**src/rtl/vga_pkg.sv**
```systemverilog
// vga_pkg: 640x480@60 timing constants, sync polarity and colour type shared with the pixel generator.
package vga_pkg;
  localparam int H_ACTIVE     = 640;
  localparam int H_FP         = 16;
  localparam int H_SYNC       = 96;
  localparam int H_BP         = 48;
  localparam int H_TOTAL      = H_ACTIVE + H_FP + H_SYNC + H_BP;
  localparam int H_SYNC_START = H_ACTIVE + H_FP;
  localparam int H_SYNC_END   = H_SYNC_START + H_SYNC - 1;
  localparam int V_ACTIVE     = 480;
  localparam int V_FP         = 10;
  localparam int V_SYNC       = 2;
  localparam int V_BP         = 33;
  localparam int V_TOTAL      = V_ACTIVE + V_FP + V_SYNC + V_BP;
  localparam int V_SYNC_START = V_ACTIVE + V_FP;
  localparam int V_SYNC_END   = V_SYNC_START + V_SYNC - 1;
  localparam logic SYNC_POL   = 1'b0;
  typedef logic [11:0] rgb_t;
endpackage

```
**src/rtl/vga_axis_counter.sv**
```systemverilog
// vga_axis_counter: one timing axis; advances when en_i and wrap_i coincide, flags active/sync/wrap.
module vga_axis_counter
  import vga_pkg::*;
#(
  parameter int TOTAL      = 800,
  parameter int SYNC_START = 656,
  parameter int SYNC_END   = 751,
  parameter int ACTIVE     = 640,
  parameter int W          = 10
) (
  input  logic         clk,
  input  logic         rst_n,
  input  logic         en_i,
  input  logic         wrap_i,
  output logic [W-1:0] count_o,
  output logic         active_o,
  output logic         sync_o,
  output logic         wrap_o
);
  logic [W-1:0] cnt_q, cnt_d;
  logic         last;
  assign last  = cnt_q == W'(TOTAL - 1);
  assign cnt_d = last ? '0 : cnt_q + 1'b1;
  always_ff @(posedge clk or negedge rst_n) begin
    if (!rst_n) cnt_q <= '0;
    else if (en_i && wrap_i) cnt_q <= cnt_d;
  end
  assign count_o  = cnt_q;
  assign active_o = cnt_q < W'(ACTIVE);
  assign sync_o   = (cnt_q >= W'(SYNC_START) && cnt_q <= W'(SYNC_END)) ? SYNC_POL : ~SYNC_POL;
  // wrap_o is the carry into the next axis; it excludes en_i so the caller gates it with ce.
  assign wrap_o   = wrap_i && last;
endmodule

```
**src/rtl/vga_sync_ctrl.sv**
```systemverilog
// vga_sync_ctrl: 640x480@60 timing generator with pixel-rate divider and aligned colour/sync pipeline.
module vga_sync_ctrl
  import vga_pkg::*;
#(
  parameter int CLK_DIV  = 4,
  parameter int PIPE_DLY = 1
) (
  input  logic        clk,
  input  logic        rst_n,
  input  logic [11:0] rgb_in,
  output logic [9:0]  pix_x,
  output logic [8:0]  pix_y,
  output logic        pix_valid,
  output logic        hsync,
  output logic        vsync,
  output logic [11:0] vga_rgb,
  output logic        frame_start
);
  localparam int DW = $clog2(CLK_DIV);
  logic [DW-1:0] div_q, div_d;
  logic          ce;
  logic [9:0]    h_cnt, v_cnt;
  logic          h_act, v_act, hs_raw, vs_raw, h_wrap, f_wrap;
  rgb_t [PIPE_DLY-1:0] rgb_q;
  logic [PIPE_DLY-1:0] hs_q, vs_q;
  assign ce    = div_q == DW'(CLK_DIV - 1);
  assign div_d = ce ? '0 : div_q + 1'b1;
  always_ff @(posedge clk or negedge rst_n) begin
    if (!rst_n) div_q <= '0;
    else div_q <= div_d;
  end
  vga_axis_counter #(
    .TOTAL(H_TOTAL), .SYNC_START(H_SYNC_START), .SYNC_END(H_SYNC_END), .ACTIVE(H_ACTIVE), .W(10)
  ) u_h (
    .clk(clk), .rst_n(rst_n), .en_i(ce), .wrap_i(1'b1),
    .count_o(h_cnt), .active_o(h_act), .sync_o(hs_raw), .wrap_o(h_wrap)
  );
  vga_axis_counter #(
    .TOTAL(V_TOTAL), .SYNC_START(V_SYNC_START), .SYNC_END(V_SYNC_END), .ACTIVE(V_ACTIVE), .W(10)
  ) u_v (
    .clk(clk), .rst_n(rst_n), .en_i(ce), .wrap_i(h_wrap),
    .count_o(v_cnt), .active_o(v_act), .sync_o(vs_raw), .wrap_o(f_wrap)
  );
  assign pix_valid   = h_act && v_act;
  assign pix_x       = pix_valid ? h_cnt : '0;
  assign pix_y       = pix_valid ? 9'(v_cnt) : '0;
  assign frame_start = ce && f_wrap;
  // Stage 0 samples the coordinates held before the counters advance, so colour and sync stay aligned.
  always_ff @(posedge clk or negedge rst_n) begin
    if (!rst_n) begin
      rgb_q <= '0;
      hs_q  <= {PIPE_DLY{~SYNC_POL}};
      vs_q  <= {PIPE_DLY{~SYNC_POL}};
    end else if (ce) begin
      rgb_q[0] <= pix_valid ? rgb_in : '0;
      hs_q[0]  <= hs_raw;
      vs_q[0]  <= vs_raw;
      for (int i = 1; i < PIPE_DLY; i++) begin
        rgb_q[i] <= rgb_q[i-1];
        hs_q[i]  <= hs_q[i-1];
        vs_q[i]  <= vs_q[i-1];
      end
    end
  end
  assign vga_rgb = rgb_q[PIPE_DLY-1];
  assign hsync   = hs_q[PIPE_DLY-1];
  assign vsync   = vs_q[PIPE_DLY-1];
endmodule
```
**config.mk**
```make
export PLATFORM = sky130hd
export DESIGN_NAME = vga_sync_ctrl
export DESIGN_NICKNAME = d
export VERILOG_FILES = /design/src/rtl/vga_pkg.sv /design/src/rtl/vga_axis_counter.sv /design/src/rtl/vga_sync_ctrl.sv
export SDC_FILE = /design/constraint.sdc
export NUM_CORES = 1
export LEC_CHECK = 0
export BUFFER_PORTS_ARGS = -buffer_cell sky130_fd_sc_hd__buf_2
export CORE_MARGIN = 4
export CORE_UTILIZATION = 50
export DETAILED_ROUTE_END_ITERATION = 6
export PLACE_DENSITY_LB_ADDON = 0.25
export SYNTH_ARGS = -nofsm -noshare
export SYNTH_HDL_FRONTEND = slang
export SYNTH_SLANG_ARGS = --single-unit
```
**constraint.sdc**
```tcl
create_clock -name clk -period 3.5 [get_ports clk]
set_input_delay 0.7 -clock clk [delete_from_list [all_inputs] [get_ports clk]]
set_output_delay 0.7 -clock clk [all_outputs]
set_load 0.03 [all_outputs]
```
* Word-level counts from Yosys, hierarchy flattened
Index checks and enable logic that the tools add are counted.
** Storage, ports and cells
- Bits in registers :: 36
- Logic and storage cells :: 32
- Memories kept :: 0
- ROM bits :: 0
- Latch bits :: 0
- RAM bits :: 0
** Operators by class
- Multipliers :: 0
- Div/mod/pow operators :: 0
- Reduce and logical (&&, ||, !) cells :: 6
- Bitwise logic cells :: 0
- Shifts and indexed selects :: 0
- Add/subtract/negate cells :: 3
- Magnitude comparators :: 6
- Eq/ne operators :: 3
- Multiplexer cells :: 8
** Operators by type and width (number)
- 2-to-1 mux 10 bit :: 3
- adder 10 x 1 -> 10 bit, second input constant :: 2
- == test 10 bit, second input constant :: 2
- 2-to-1 mux 12 bit :: 1
- >= comparator 10 bit, second input constant :: 1
- >= comparator 10 x 9 -> 1 bit, second input constant :: 1
- <= comparator 10 bit, second input constant :: 1
- <= comparator 10 x 9 -> 1 bit, second input constant :: 1
- less-than comparator 10 bit, second input constant :: 1
- less-than comparator 10 x 9 -> 1 bit, second input constant :: 1
- 2-to-1 mux 9 bit :: 1
- logical AND 1 bit :: 6
- adder 2 x 1 -> 2 bit, second input constant :: 1
- == test 2 bit, second input constant :: 1
- 2-to-1 mux 1 bit :: 2
- 2-to-1 mux 2 bit :: 1

* Longest topological paths before layout
Gate-level depths: netlist of the first run.
- Depth in word-level cells :: 3
- Depth in mapped cells :: 7
- Mapped depth without buffers :: 6

* By module
Synthesis of the first run repeated with hierarchy kept, for this count alone.
** Unflattened totals
- Cell total of the unflattened synthesis :: 208
- Area, all modules :: 2021.9 µm²
** Modules (own cells, without submodules)
- vga_sync_ctrl :: times used 1, area an instance 905.9 µm², cells an instance 88
- vga_axis_counter (u_v) :: times used 1, area an instance 559.3 µm², cells an instance 60
- vga_axis_counter (u_h) :: times used 1, area an instance 556.8 µm², cells an instance 60

* Worst setup path before layout of the first run
Ideal clock, no wire load.
- Path type :: register -> output
- From :: register div_q[0]
- To :: output port frame_start
- Buffers on the path :: 2
- Data arrival time :: 1.757 ns
- Stages on the path, launching flop included :: 7
- Path slack :: 1.043 ns
- Cell sequence :: dfrtp_1 ha_1 buf_4 nand4_1 or3_4 buf_6 nor2_1
** On the way
- Longest elaborated chain between the ends :: 2
** Ends and longest elaborated chain
- from (decl) :: RTL line vga_sync_ctrl.sv:20 : logic [DW-1:0] div_q, div_d;
- from (signal assigned) :: RTL line vga_sync_ctrl.sv:30 : else div_q <= div_d;
- == test 2 bit :: RTL line vga_sync_ctrl.sv:26 : assign ce = div_q == DW'(CLK_DIV - 1);
- logical AND 1 bit :: RTL line vga_sync_ctrl.sv:47 : assign frame_start = ce && f_wrap;
- to (decl) :: RTL line vga_sync_ctrl.sv:17 : output logic frame_start
Every way passes these cells.

* Worst setup path in the final report of the first run
- From :: register u_h.cnt_q[8] (netlist: u_h.count_o[8])
- To :: output port pix_y[2]
** On the way
- Longest elaborated chain between the ends :: 3
** Ends and longest elaborated chain
- from (decl) :: RTL line vga_axis_counter.sv:20 : logic [W-1:0] cnt_q, cnt_d;
- from (signal assigned) :: RTL line vga_axis_counter.sv:26 : else if (en_i && wrap_i) cnt_q <= cnt_d;
- less-than comparator 10 bit :: RTL line vga_axis_counter.sv:29 : assign active_o = cnt_q < W'(ACTIVE);
- logical AND 1 bit :: RTL line vga_sync_ctrl.sv:44 : assign pix_valid = h_act && v_act;
- 2-to-1 mux 9 bit :: RTL line vga_sync_ctrl.sv:46 : assign pix_y = pix_valid ? 9'(v_cnt) : '0;
- to (decl) :: RTL line vga_sync_ctrl.sv:12 : output logic [8:0] pix_y,
Every way passes these cells.

==> results.sh, run 1 <==
export IMPL_cells_along_the_critical_path="o21ai_0 > and3b_1 > buf_4 > and2_1 > buf_2"
export IMPL_detailed_place_area_um2=2140
export IMPL_number_of_drc_markers_after_the_initial_detailed_route_iteration=62
export IMPL_final_period_utilization=0.774
export IMPL_power_density_nw_per_um2=343
export IMPL_seq_power_share=0.556
export IMPL_rsz0062_at_grt="false"
export IMPL_detail_route_vias_per_cell=5.17
export IMPL_io_pins=49
export IMPL_drtPass1Iterations=4
export IMPL_report_power_total_uw=767
export IMPL_postCtsSetupRepairBufs=0
export IMPL_final_layout_size_suffix_gt1_frac=0.244
export IMPL_worst_r2r_endpoint="u_v.count_o[9]"
export IMPL_finalHoldViolCount=0
export IMPL_yosysTopAreaCellShare=0.451
export IMPL_power_frac_comb=0.054
export IMPL_htree_levels=2
export IMPL_ys_warn_count=0
export IMPL_gpl_final_weighted_congestion=0.862
export IMPL_critical_path_buf_inv_count=2
export IMPL_min_period_ns=2.71
export IMPL_drv_cap=0
export IMPL_area_growth_synth_to_final_pct=18.4
export IMPL_number_of_enable_type_register_cells_in_the_synthesized_netlist=0
export IMPL_layout_cells_non_filler=298
export IMPL_clk_insertion_delay_late_ns=0.28
export IMPL_antennaDiodeCount=0
export IMPL_numPortBuffers=48
export IMPL_hold_critical_path_endpoint="div_q[0]"
export IMPL_multi_input_area_um2=847
export IMPL_tns_ns=0
export IMPL_floorplan_die_area_um2=4820
export IMPL_synthesized_area_um2=1890
export IMPL_ff_to_ff_start="u_h.count_o[0]"
export IMPL_drc_errors=0
export IMPL_grt_start_max_net_pins=37
export IMPL_chipWidth_um=69.4
export IMPL_post_synth_main_area_contributors="dfrtp_1 (45%), and2_1 (6.3%), nand3_1 (5.6%), o21ai_0 (5.6%), inv_1 (4.2%)"
export IMPL_portion_of_the_post_synthesis_area_used_by_sequential_elements=0.479
export IMPL_dpl_hpwl_um=2750
export IMPL_internal_reg_to_reg_setup_slack_ns=1.36
export IMPL_grt_first_pass_wirelength_um=6640
export IMPL_grt_overflow_total=0
export IMPL_cts_tree="yes"
export IMPL_timing_hold_worst_class="register to register"
export IMPL_critPathKind="register to output pin"
export IMPL_totalWireLength_um=3970
export IMPL_initial_utilization=0.515
export IMPL_gr_usage_all_layers=0.167
export IMPL_share_of_synthesized_registers_carrying_an_async_set_or_reset=1.00
export IMPL_timing_hold_worst_start="div_q[0]"
export IMPL_post_cts_resized=0
export IMPL_timing_critical_path_required_ns=2.80
export IMPL_fmax_mhz=369
export IMPL_ir_drop_uv=180
export IMPL_grt_antenna_before_repair=0
export IMPL_dominantRegCellSynth="dfrtp_1"
export IMPL_worst_path_max_delay_cell="dfrtp_1"
export IMPL_max_clock_path_buffers=2
export IMPL_dpl_cell_count=290
export IMPL_timing_critical_path_fanout_max=21
export IMPL_core_um2=3660
export IMPL_routed_wire_length_per_instance_um=13.3
export IMPL_max_slew_margin=0.468
export IMPL_yosys_register_bits=36
export IMPL_critical_path_endpoint_type="output pin"
export IMPL_num_vias=1542
export IMPL_min_delay_path_depth=1
export IMPL_netlist_cell_type_count=39
export IMPL_fp_row_count=22
export IMPL_leak_uw=0.00109
export IMPL_rr_worst_depth=5
export IMPL_finalClockSkew_ns=0.00592
export IMPL_critPathMaxStageDelay_ns=0.45
export IMPL_fp_dieH_um=69.4
export IMPL_syn_inst=202
export IMPL_layout_common_cells="buf_2 (48), dfrtp_1 (34), inv_1 (21), o21ai_0 (21), nand3_1 (21)"
export IMPL_p_int_uw=596
export IMPL_final_design_area_excluding_fillers_um2=2230
export IMPL_mostFrequentLayoutCell="buf_2"
export IMPL_share_of_power_burned_in_the_clock_network=0.389
export IMPL_post_cts_hold_buffer_count=0
export IMPL_synth_area_per_cell_um2=9.34
export IMPL_mappedNetlistNets=222
export IMPL_tritoncts_num_buffers=5
export IMPL_clkTransAtPathRegs_ns=0.07
export IMPL_outcome="complete, no violations"
export IMPL_p_sw_frac=0.223
export IMPL_final_net_count=269
export IMPL_worst_slew_pin_slew_ns=0.798
export IMPL_via_count_of_the_first_global_routing_pass=1399
export IMPL_critPathArrivalTime_ns=2.01
export IMPL_critical_path_top_delay_family="simple AND/OR/NAND/NOR gates"
export IMPL_yosys_top_cell_by_area="dfrtp_1"
export IMPL_drv_slew=0
export IMPL_clock_root_cell="clkbuf_8"
export IMPL_postRouteAntennaNets=0
export IMPL_finalSetupViolCount=0
export IMPL_n_fill_cell=326
export IMPL_seqCellArea_um2=903
export IMPL_cts_sink_cnt=36
export IMPL_worst_setup_path_start_kind="register"
export IMPL_net_switching_power_uw=171
-- power groups by stage --
stage / logic (uW) / clock network (uW) / registers [uW]
6_report: 41.8 / 299 / 426
5_1_grt: 46.5 / 319 / 427
4_1_cts: 42.8 / 310 / 426
3_5_place_dp: 42.7 / 0 / 434
3_3_place_gp: 42.8 / 0 / 434
2_1_floorplan: 4.53 / 0 / 449
-- logic make-up (layout without fill, tap and decap cells) --
logic type,count (synthesis),after routing,synth area share
AOI/OAI and AO/OA,36,36,0.109
xor gates and xnor gates,8,8,0.0371
adders and majority gates,6,6,0.0398
buffers and inverters,31,79,0.0723
DFF,36,36,0.479
and+or+nand+nor,85,85,0.263
-- layer usage --
metal / vias to the layer above / GRT usage / part of all wire
li1: 782 / - / -
met1: 712 / 0.226 / 0.50
met2: 44 / 0.266 / 0.44
met3: 4 / 0.0377 / 0.060
met4: 0 / 0.0521 / 0.0063
met5: - / 0 / 0
-- cell usage after synthesis (2+ instances only) --
| library cell | instances |
|---|---|
| dfrtp_1 | 34 |
| xnor2_1 | 4 |
| nand3_1 | 21 |
| ha_1 | 6 |
| and3_1 | 2 |
| nand4_1 | 7 |
| o22ai_1 | 2 |
| nor2_1 | 7 |
| clkbuf_1 | 5 |
| a21oi_1 | 5 |
| xor2_1 | 4 |
| buf_6 | 2 |
| and4_1 | 3 |
| nor3_1 | 5 |
| nand2_1 | 11 |
| o31ai_1 | 2 |
| inv_1 | 21 |
| dfstp_2 | 2 |
| o21ai_0 | 21 |
| and2_1 | 19 |
-- registers in the layout (all words and copies together) (netlist names) --
| register | cells |
|---|---|
| div_q | 2 |
| hsync | 1 |
| u_h.count_o | 10 |
| u_v.count_o | 10 |
| vga_rgb | 12 |
| vsync | 1 |
-- worst max path at each step --
stage                   startpoint     endpoint  slack (ns)  cells past startpoint
floorplan                 div_q[0]  frame_start        1.04                      6
global placement    u_h.count_o[8]     pix_x[1]        1.08                      5
detailed placement  u_h.count_o[8]     pix_y[2]        1.10                      5
CTS                 u_h.count_o[8]     pix_y[2]        0.78                      5
global route        u_h.count_o[7]     pix_y[1]        0.63                      5
finish              u_h.count_o[8]     pix_y[2]        0.79                      5
-- cell type report --
type	instances	share of cell area
clock buffers	8	0.0403
inverters	21	0.0353
multi-input cells	135	0.379
flip-flops and latches	36	0.404
well taps	48	0.0269
repair buffers	50	0.114
-- metrics by stage --
stage	utilization	hold slack [ns]	worst slack, ns
2_1_floorplan	-	0.403	1.04
3_3_place_gp	0.586	0.421	1.08
3_5_place_dp	0.586	0.420	1.10
4_1_cts	0.610	0.431	0.779
5_1_grt	0.610	0.439	0.627
6_report	0.610	0.427	0.792
(Power assumes the default switching activity.)
==> run 2, diff against run 1 <==
Clock period 3.5 ns to 2.7 ns, I/O delays scaled along.
==> run 2 against run 1 <==
Setup slack worse by 0.59 ns; largest power group unchanged; register-to-register slack worse by 0.74 ns; critical path depth stayed put; non-clock buffer count is 1 higher; clock skew is 0.0012 ns higher; design area is 0.45% higher; sequential cell count stayed put.
==> results.sh, run 2 (synthesis results as in run 1) <==
export IMPL_outcome="complete, no violations"
export IMPL_grt_first_pass_wirelength_um=6770
export IMPL_n_fill_cell=330
export IMPL_drv_slew=0
export IMPL_num_vias=1562
export IMPL_fp_row_count=22
export IMPL_timing_critical_path_required_ns=2.16
export IMPL_worst_slew_pin_slew_ns=0.781
export IMPL_dpl_hpwl_um=2660
export IMPL_multi_input_area_um2=847
export IMPL_critPathArrivalTime_ns=1.96
export IMPL_fmax_mhz=401
export IMPL_layout_common_cells="buf_2 (48), dfrtp_1 (34), inv_1 (21), o21ai_0 (21), nand3_1 (21)"
export IMPL_final_net_count=270
export IMPL_grt_antenna_before_repair=0
export IMPL_chipWidth_um=69.4
export IMPL_timing_hold_worst_class="primary input to asynchronous set/reset pin"
export IMPL_power_density_nw_per_um2=443
export IMPL_initial_utilization=0.515
export IMPL_tns_ns=0
export IMPL_worst_setup_path_start_kind="register"
export IMPL_grt_busiest_layer="met2"
export IMPL_min_period_ns=2.50
export IMPL_rsz0062_at_grt="false"
export IMPL_final_period_utilization=0.925
export IMPL_critical_path_endpoint_type="output pin"
export IMPL_core_um2=3660
export IMPL_post_cts_hold_buffer_count=0
export IMPL_critPathKind="register to output pin"
export IMPL_max_slew_margin=0.480
export IMPL_detail_route_vias_per_cell=5.22
export IMPL_cts_tree="yes"
export IMPL_postRouteAntennaNets=0
export IMPL_mostFrequentLayoutCell="buf_2"
export IMPL_clkTransAtPathRegs_ns=0.07
export IMPL_timing_critical_path_fanout_max=9
export IMPL_io_pins=49
export IMPL_finalClockSkew_ns=0.00713
export IMPL_gpl_final_weighted_congestion=0.814
export IMPL_leak_uw=0.00110
export IMPL_area_growth_synth_to_final_pct=19.0
export IMPL_global_route_track_usage_on_met3=0.0493
export IMPL_max_clock_path_buffers=2
export IMPL_grt_met1_usage=0.239
export IMPL_drtPass1Iterations=4
export IMPL_totalWireLength_um=3820
export IMPL_finalHoldViolCount=0
export IMPL_gr_usage_all_layers=0.168
export IMPL_final_design_area_excluding_fillers_um2=2240
export IMPL_antennaDiodeCount=0
export IMPL_grt_start_max_net_pins=37
export IMPL_final_layout_size_suffix_gt1_frac=0.255
export IMPL_via_count_of_the_first_global_routing_pass=1458
export IMPL_drc_errors=0
export IMPL_clock_root_cell="clkbuf_8"
export IMPL_grt_overflow_total=0
export IMPL_clk_insertion_delay_late_ns=0.28
export IMPL_rr_worst_depth=5
export IMPL_drv_cap=0
export IMPL_detailed_place_area_um2=2150
export IMPL_ir_drop_uv=276
export IMPL_fp_dieH_um=69.4
export IMPL_post_cts_resized=0
export IMPL_htree_levels=2
export IMPL_floorplan_die_area_um2=4820
export IMPL_routed_wire_length_per_instance_um=12.8
export IMPL_grt_use_met2=0.253
export IMPL_postCtsSetupRepairBufs=0
export IMPL_flip_flop_count_of_the_largest_register_all_copies_and_words_added=12
export IMPL_seqCellArea_um2=903
export IMPL_finalSetupViolCount=0
export IMPL_number_of_drc_markers_after_the_initial_detailed_route_iteration=105
export IMPL_numPortBuffers=48
export IMPL_cts_sink_cnt=36
export IMPL_tritoncts_num_buffers=5
==> run 2: cell types whose count changed in the layout (fill, tap and decap cells not counted), sizes merged <==
cell	before	now
buf	50	51
clkinv	0	2
clkbuf	8	6
==> run 2: worst max-delay path, cell delays in order, from the launching register on <==
cell	delay, ns
dfrtp_1	0.41
ha_1	0.21
nand4_1	0.25
or3_4	0.48
nor2_1	0.12
buf_2	0.20
==> run 2: layer usage <==
metal  vias to the layer above  share of wire  routed length (um)
met5                         -              0                   0
met1                       715           0.49                1870
li1                        784              -                   -
met3                         4          0.080                 305
met4                         0         0.0073                  28
met2                        59           0.42                1620
==> run 2: final cells by class <==
type                            count  share of cell area
Inverter                           21              0.0351
Clock buffer                        6              0.0368
Sequential cell                    36               0.402
Timing Repair Buffer               51               0.117
Clock inverter                      2             0.00446
Tap cell                           48              0.0268
Multi-Input combinational cell    135               0.377
==> run 2: power by group <==
| group | total, uW | switching, uW | internal (uW) |
|---|---|---|---|
| logic | 54.3 | 38.4 | 15.9 |
| registers | 553 | 4.18 | 548 |
| clock network | 388 | 185 | 203 |
| total | 995 | 227 | 768 |
==> run 2: worst paths after layout <==
| kind | from | end | slack (ns) |
|---|---|---|---|
| max | u_h.count_o[0] | frame_start | 0.20 |
| min | rst_n | vga_rgb[11] | 0.34 |
| max reg2reg | u_h.count_o[0] | u_v.count_o[9] | 0.62 |
| min reg2reg | div_q[0] | div_q[0] | 0.43 |
| max in group asynchronous | rst_n | u_v.count_o[7] | 1.87 |
| min in group clk | div_q[0] | div_q[0] | 0.43 |
==> run 2: per-stage QoR <==
| stage | hold slack, ns | total power [uW] | cells | worst slack [ns] | util |
|---|---|---|---|---|---|
| 2_1_floorplan | 0.244 | 588 | 202 | 0.403 | - |
| 3_3_place_gp | 0.418 | 618 | 291 | 0.510 | 0.588 |
| 3_5_place_dp | 0.422 | 619 | 291 | 0.488 | 0.588 |
| 4_1_cts | 0.361 | 1010 | 299 | 0.174 | 0.613 |
| 5_1_grt | 0.391 | 1040 | 299 | 0.0171 | 0.613 |
| 6_report | 0.336 | 995 | 299 | 0.204 | 0.613 |
==> run 3, diff against run 2 <==
Settings changed: SYNTH_HIERARCHICAL from default to 1.
==> run 3 against run 2 <==
Non-clock buffer count increased by 3; synthesized cell count grew 3.0%; highest routed layer unchanged; sequential power rose by 10%; via count is 3.3% higher; critical path type unchanged; clock skew rose by 0.0014 ns; power increased by 30%; clock power grew 19%; die area up 6.3%; maximum frequency is 1.2% lower; sequential share of layout area is 3.2 points lower; combinational power rose to 4.0 times the previous value; largest power group unchanged; sequential cell count unchanged.
==> results.sh, run 3 <==
export IMPL_outcome="complete, no violations"
export IMPL_totalWireLength_um=4250
export IMPL_netlist_cell_type_count=40
export IMPL_n_fill_cell=320
export IMPL_multi_input_area_um2=1000
export IMPL_layout_common_cells="buf_2 (48), dfrtp_1 (33), nand2_1 (27), inv_1 (20), and3_1 (19)"
export IMPL_postRouteAntennaNets=0
export IMPL_share_of_synthesized_registers_carrying_an_async_set_or_reset=1.00
export IMPL_critPathArrivalTime_ns=1.99
export IMPL_yosys_register_bits=36
export IMPL_tns_ns=0
export IMPL_post_synth_main_area_contributors="dfrtp_1 (42%), and3_1 (5.9%), o22ai_2 (5.6%), nand2_1 (5.0%), buf_6 (3.9%)"
export IMPL_dominantRegCellSynth="dfrtp_1"
export IMPL_drtPass1Iterations=5
export IMPL_critical_path_most_common_cell="and2_1"
export IMPL_final_net_count=285
export IMPL_core_um2=3770
export IMPL_ys_warn_count=6
export IMPL_number_of_drc_markers_after_the_initial_detailed_route_iteration=97
export IMPL_timing_critical_path_required_ns=2.16
export IMPL_antennaDiodeCount=0
export IMPL_worst_setup_path_start_kind="register"
export IMPL_seqCellArea_um2=905
export IMPL_io_pins=49
export IMPL_finalSetupViolCount=0
export IMPL_chipWidth_um=71.6
export IMPL_detail_route_vias_per_cell=5.14
export IMPL_floorplan_die_area_um2=5130
export IMPL_critical_path_top_delay_family="simple AND/OR/NAND/NOR gates"
export IMPL_cells_along_the_critical_path="nand4bb_4 > nor4_4 > and2_2 > and2_1 > and2_1 > buf_2"
export IMPL_worst_path_max_delay_cell="dfrtp_2"
export IMPL_final_layout_size_suffix_gt1_frac=0.327
export IMPL_num_vias=1613
export IMPL_most_common_cell_in_the_synthesized_netlist="dfrtp_1"
export IMPL_synth_cells_most_frequent="dfrtp_1 (34), nand2_1 (27), inv_1 (20)"
export IMPL_flip_flop_count_of_the_largest_register_all_copies_and_words_added=12
export IMPL_dpl_hpwl_um=3000
export IMPL_min_period_ns=2.53
export IMPL_critical_path_endpoint_type="output pin"
export IMPL_area_growth_synth_to_final_pct=20.7
export IMPL_timing_critical_path_fanout_max=9
export IMPL_drv_cap=0
export IMPL_routed_wire_length_per_instance_um=13.5
export IMPL_htree_levels=2
export IMPL_cts_sink_cnt=36
export IMPL_grt_overflow_total=0
export IMPL_worst_slew_pin_slew_ns=0.797
export IMPL_final_design_area_excluding_fillers_um2=2440
export IMPL_via_count_of_the_first_global_routing_pass=1501
export IMPL_yosysTopAreaCellShare=0.421
export IMPL_yosys_top_cell_by_area="dfrtp_1"
export IMPL_drc_errors=0
export IMPL_finalClockSkew_ns=0.00857
export IMPL_detailed_place_area_um2=2300
export IMPL_grt_start_max_net_pins=37
export IMPL_initial_utilization=0.536
export IMPL_number_of_enable_type_register_cells_in_the_synthesized_netlist=0
export IMPL_fp_row_count=22
export IMPL_clock_root_cell="clkbuf_8"
export IMPL_critical_path_buf_inv_count=1
export IMPL_gr_usage_all_layers=0.170
export IMPL_leak_uw=0.00123
export IMPL_portion_of_the_post_synthesis_area_used_by_sequential_elements=0.447
export IMPL_timing_hold_worst_class="primary input to asynchronous set/reset pin"
export IMPL_max_slew_margin=0.468
export IMPL_critPathKind="register to output pin"
export IMPL_clk_insertion_delay_late_ns=0.29
export IMPL_post_cts_hold_buffer_count=0
export IMPL_fmax_mhz=396
export IMPL_grt_antenna_before_repair=0
export IMPL_max_clock_path_buffers=2
export IMPL_finalHoldViolCount=0
export IMPL_critPathMaxStageDelay_ns=0.46
export IMPL_holdWs_ns=0.336
export IMPL_ir_drop_uv=553
export IMPL_power_density_nw_per_um2=529
export IMPL_cts_tree="yes"
export IMPL_synth_area_per_cell_um2=9.72
export IMPL_fp_dieH_um=71.6
export IMPL_mostFrequentLayoutCell="buf_2"
export IMPL_drv_slew=0
export IMPL_grt_first_pass_wirelength_um=6910
export IMPL_gpl_final_weighted_congestion=0.845
export IMPL_syn_inst=208
export IMPL_rsz0062_at_grt="false"
export IMPL_numPortBuffers=48
export IMPL_clkTransAtPathRegs_ns=0.07
export IMPL_synthesized_area_um2=2020
export IMPL_final_period_utilization=0.936
export IMPL_tritoncts_num_buffers=5
-- run 3: metrics by stage --
step                total power, uW  instances   util  worst slack, ns
floorplan                       758        212      -            0.500
global placement                828        306  0.609            0.329
detailed placement              830        306  0.609            0.274
CTS                            1300        314  0.640           0.0590
global route                   1350        314  0.647           0.0438
finish                         1290        314  0.647            0.172
-- run 3: layout make-up --
class	count	area share
multi-input combinational	148	0.412
inverter	20	0.0308
timing repair buffer	54	0.117
tap	48	0.0246
sequential	36	0.371
clock buffer	5	0.0282
clock inverter	3	0.0174
-- run 3: report_power, final --
| part | switching (uW) | total (uW) | internal, uW |
|---|---|---|---|
| registers | 38.5 | 611 | 572 |
| logic | 142 | 218 | 76.6 |
| clock network | 189 | 462 | 273 |
-- run 3: worst paths after layout --
check,from,endpoint,slack [ns],depth (start not counted)
max,u_h/count_o[5],frame_start,0.17,6
max reg2reg,u_h/count_o[5],u_v/count_o[9],0.55,6
max in group asynchronous,rst_n,u_h/count_o[5],1.80,1
min reg2reg,div_q[0],div_q[0],0.47,1
min,rst_n,u_v/count_o[4],0.34,1
min in group clk,div_q[0],div_q[0],0.47,1
-- run 3: kinds of logic (layout without fill, tap and decap cells) --
family,Yosys count,count (layout),synth area share
other cells,1,5,0.00185
xor+xnor,9,9,0.0390
compound gates,28,28,0.116
flops,36,36,0.447
simple gates,98,98,0.265
fa+ha+maj,6,6,0.0371
mux,2,2,0.0149
buf+inv,28,82,0.0798
-- run 3: per-layer routing --
| layer | wire (um) | track usage | vias up |
|---|---|---|---|
| met4 | 61 | 0.0647 | 0 |
| met5 | 0 | 0 | - |
| li1 | - | - | 828 |
| met1 | 1980 | 0.227 | 730 |
| met3 | 268 | 0.0421 | 7 |
| met2 | 1950 | 0.266 | 48 |
-- run 3: repair_timing --
action | CTS | global route
buffers inserted | 0 | 0
endpoints found under the hold margin | 0 | 0
endpoints found under the setup margin | 1 | 1
pin swaps | 0 | 1
resized for setup | 1 | 5
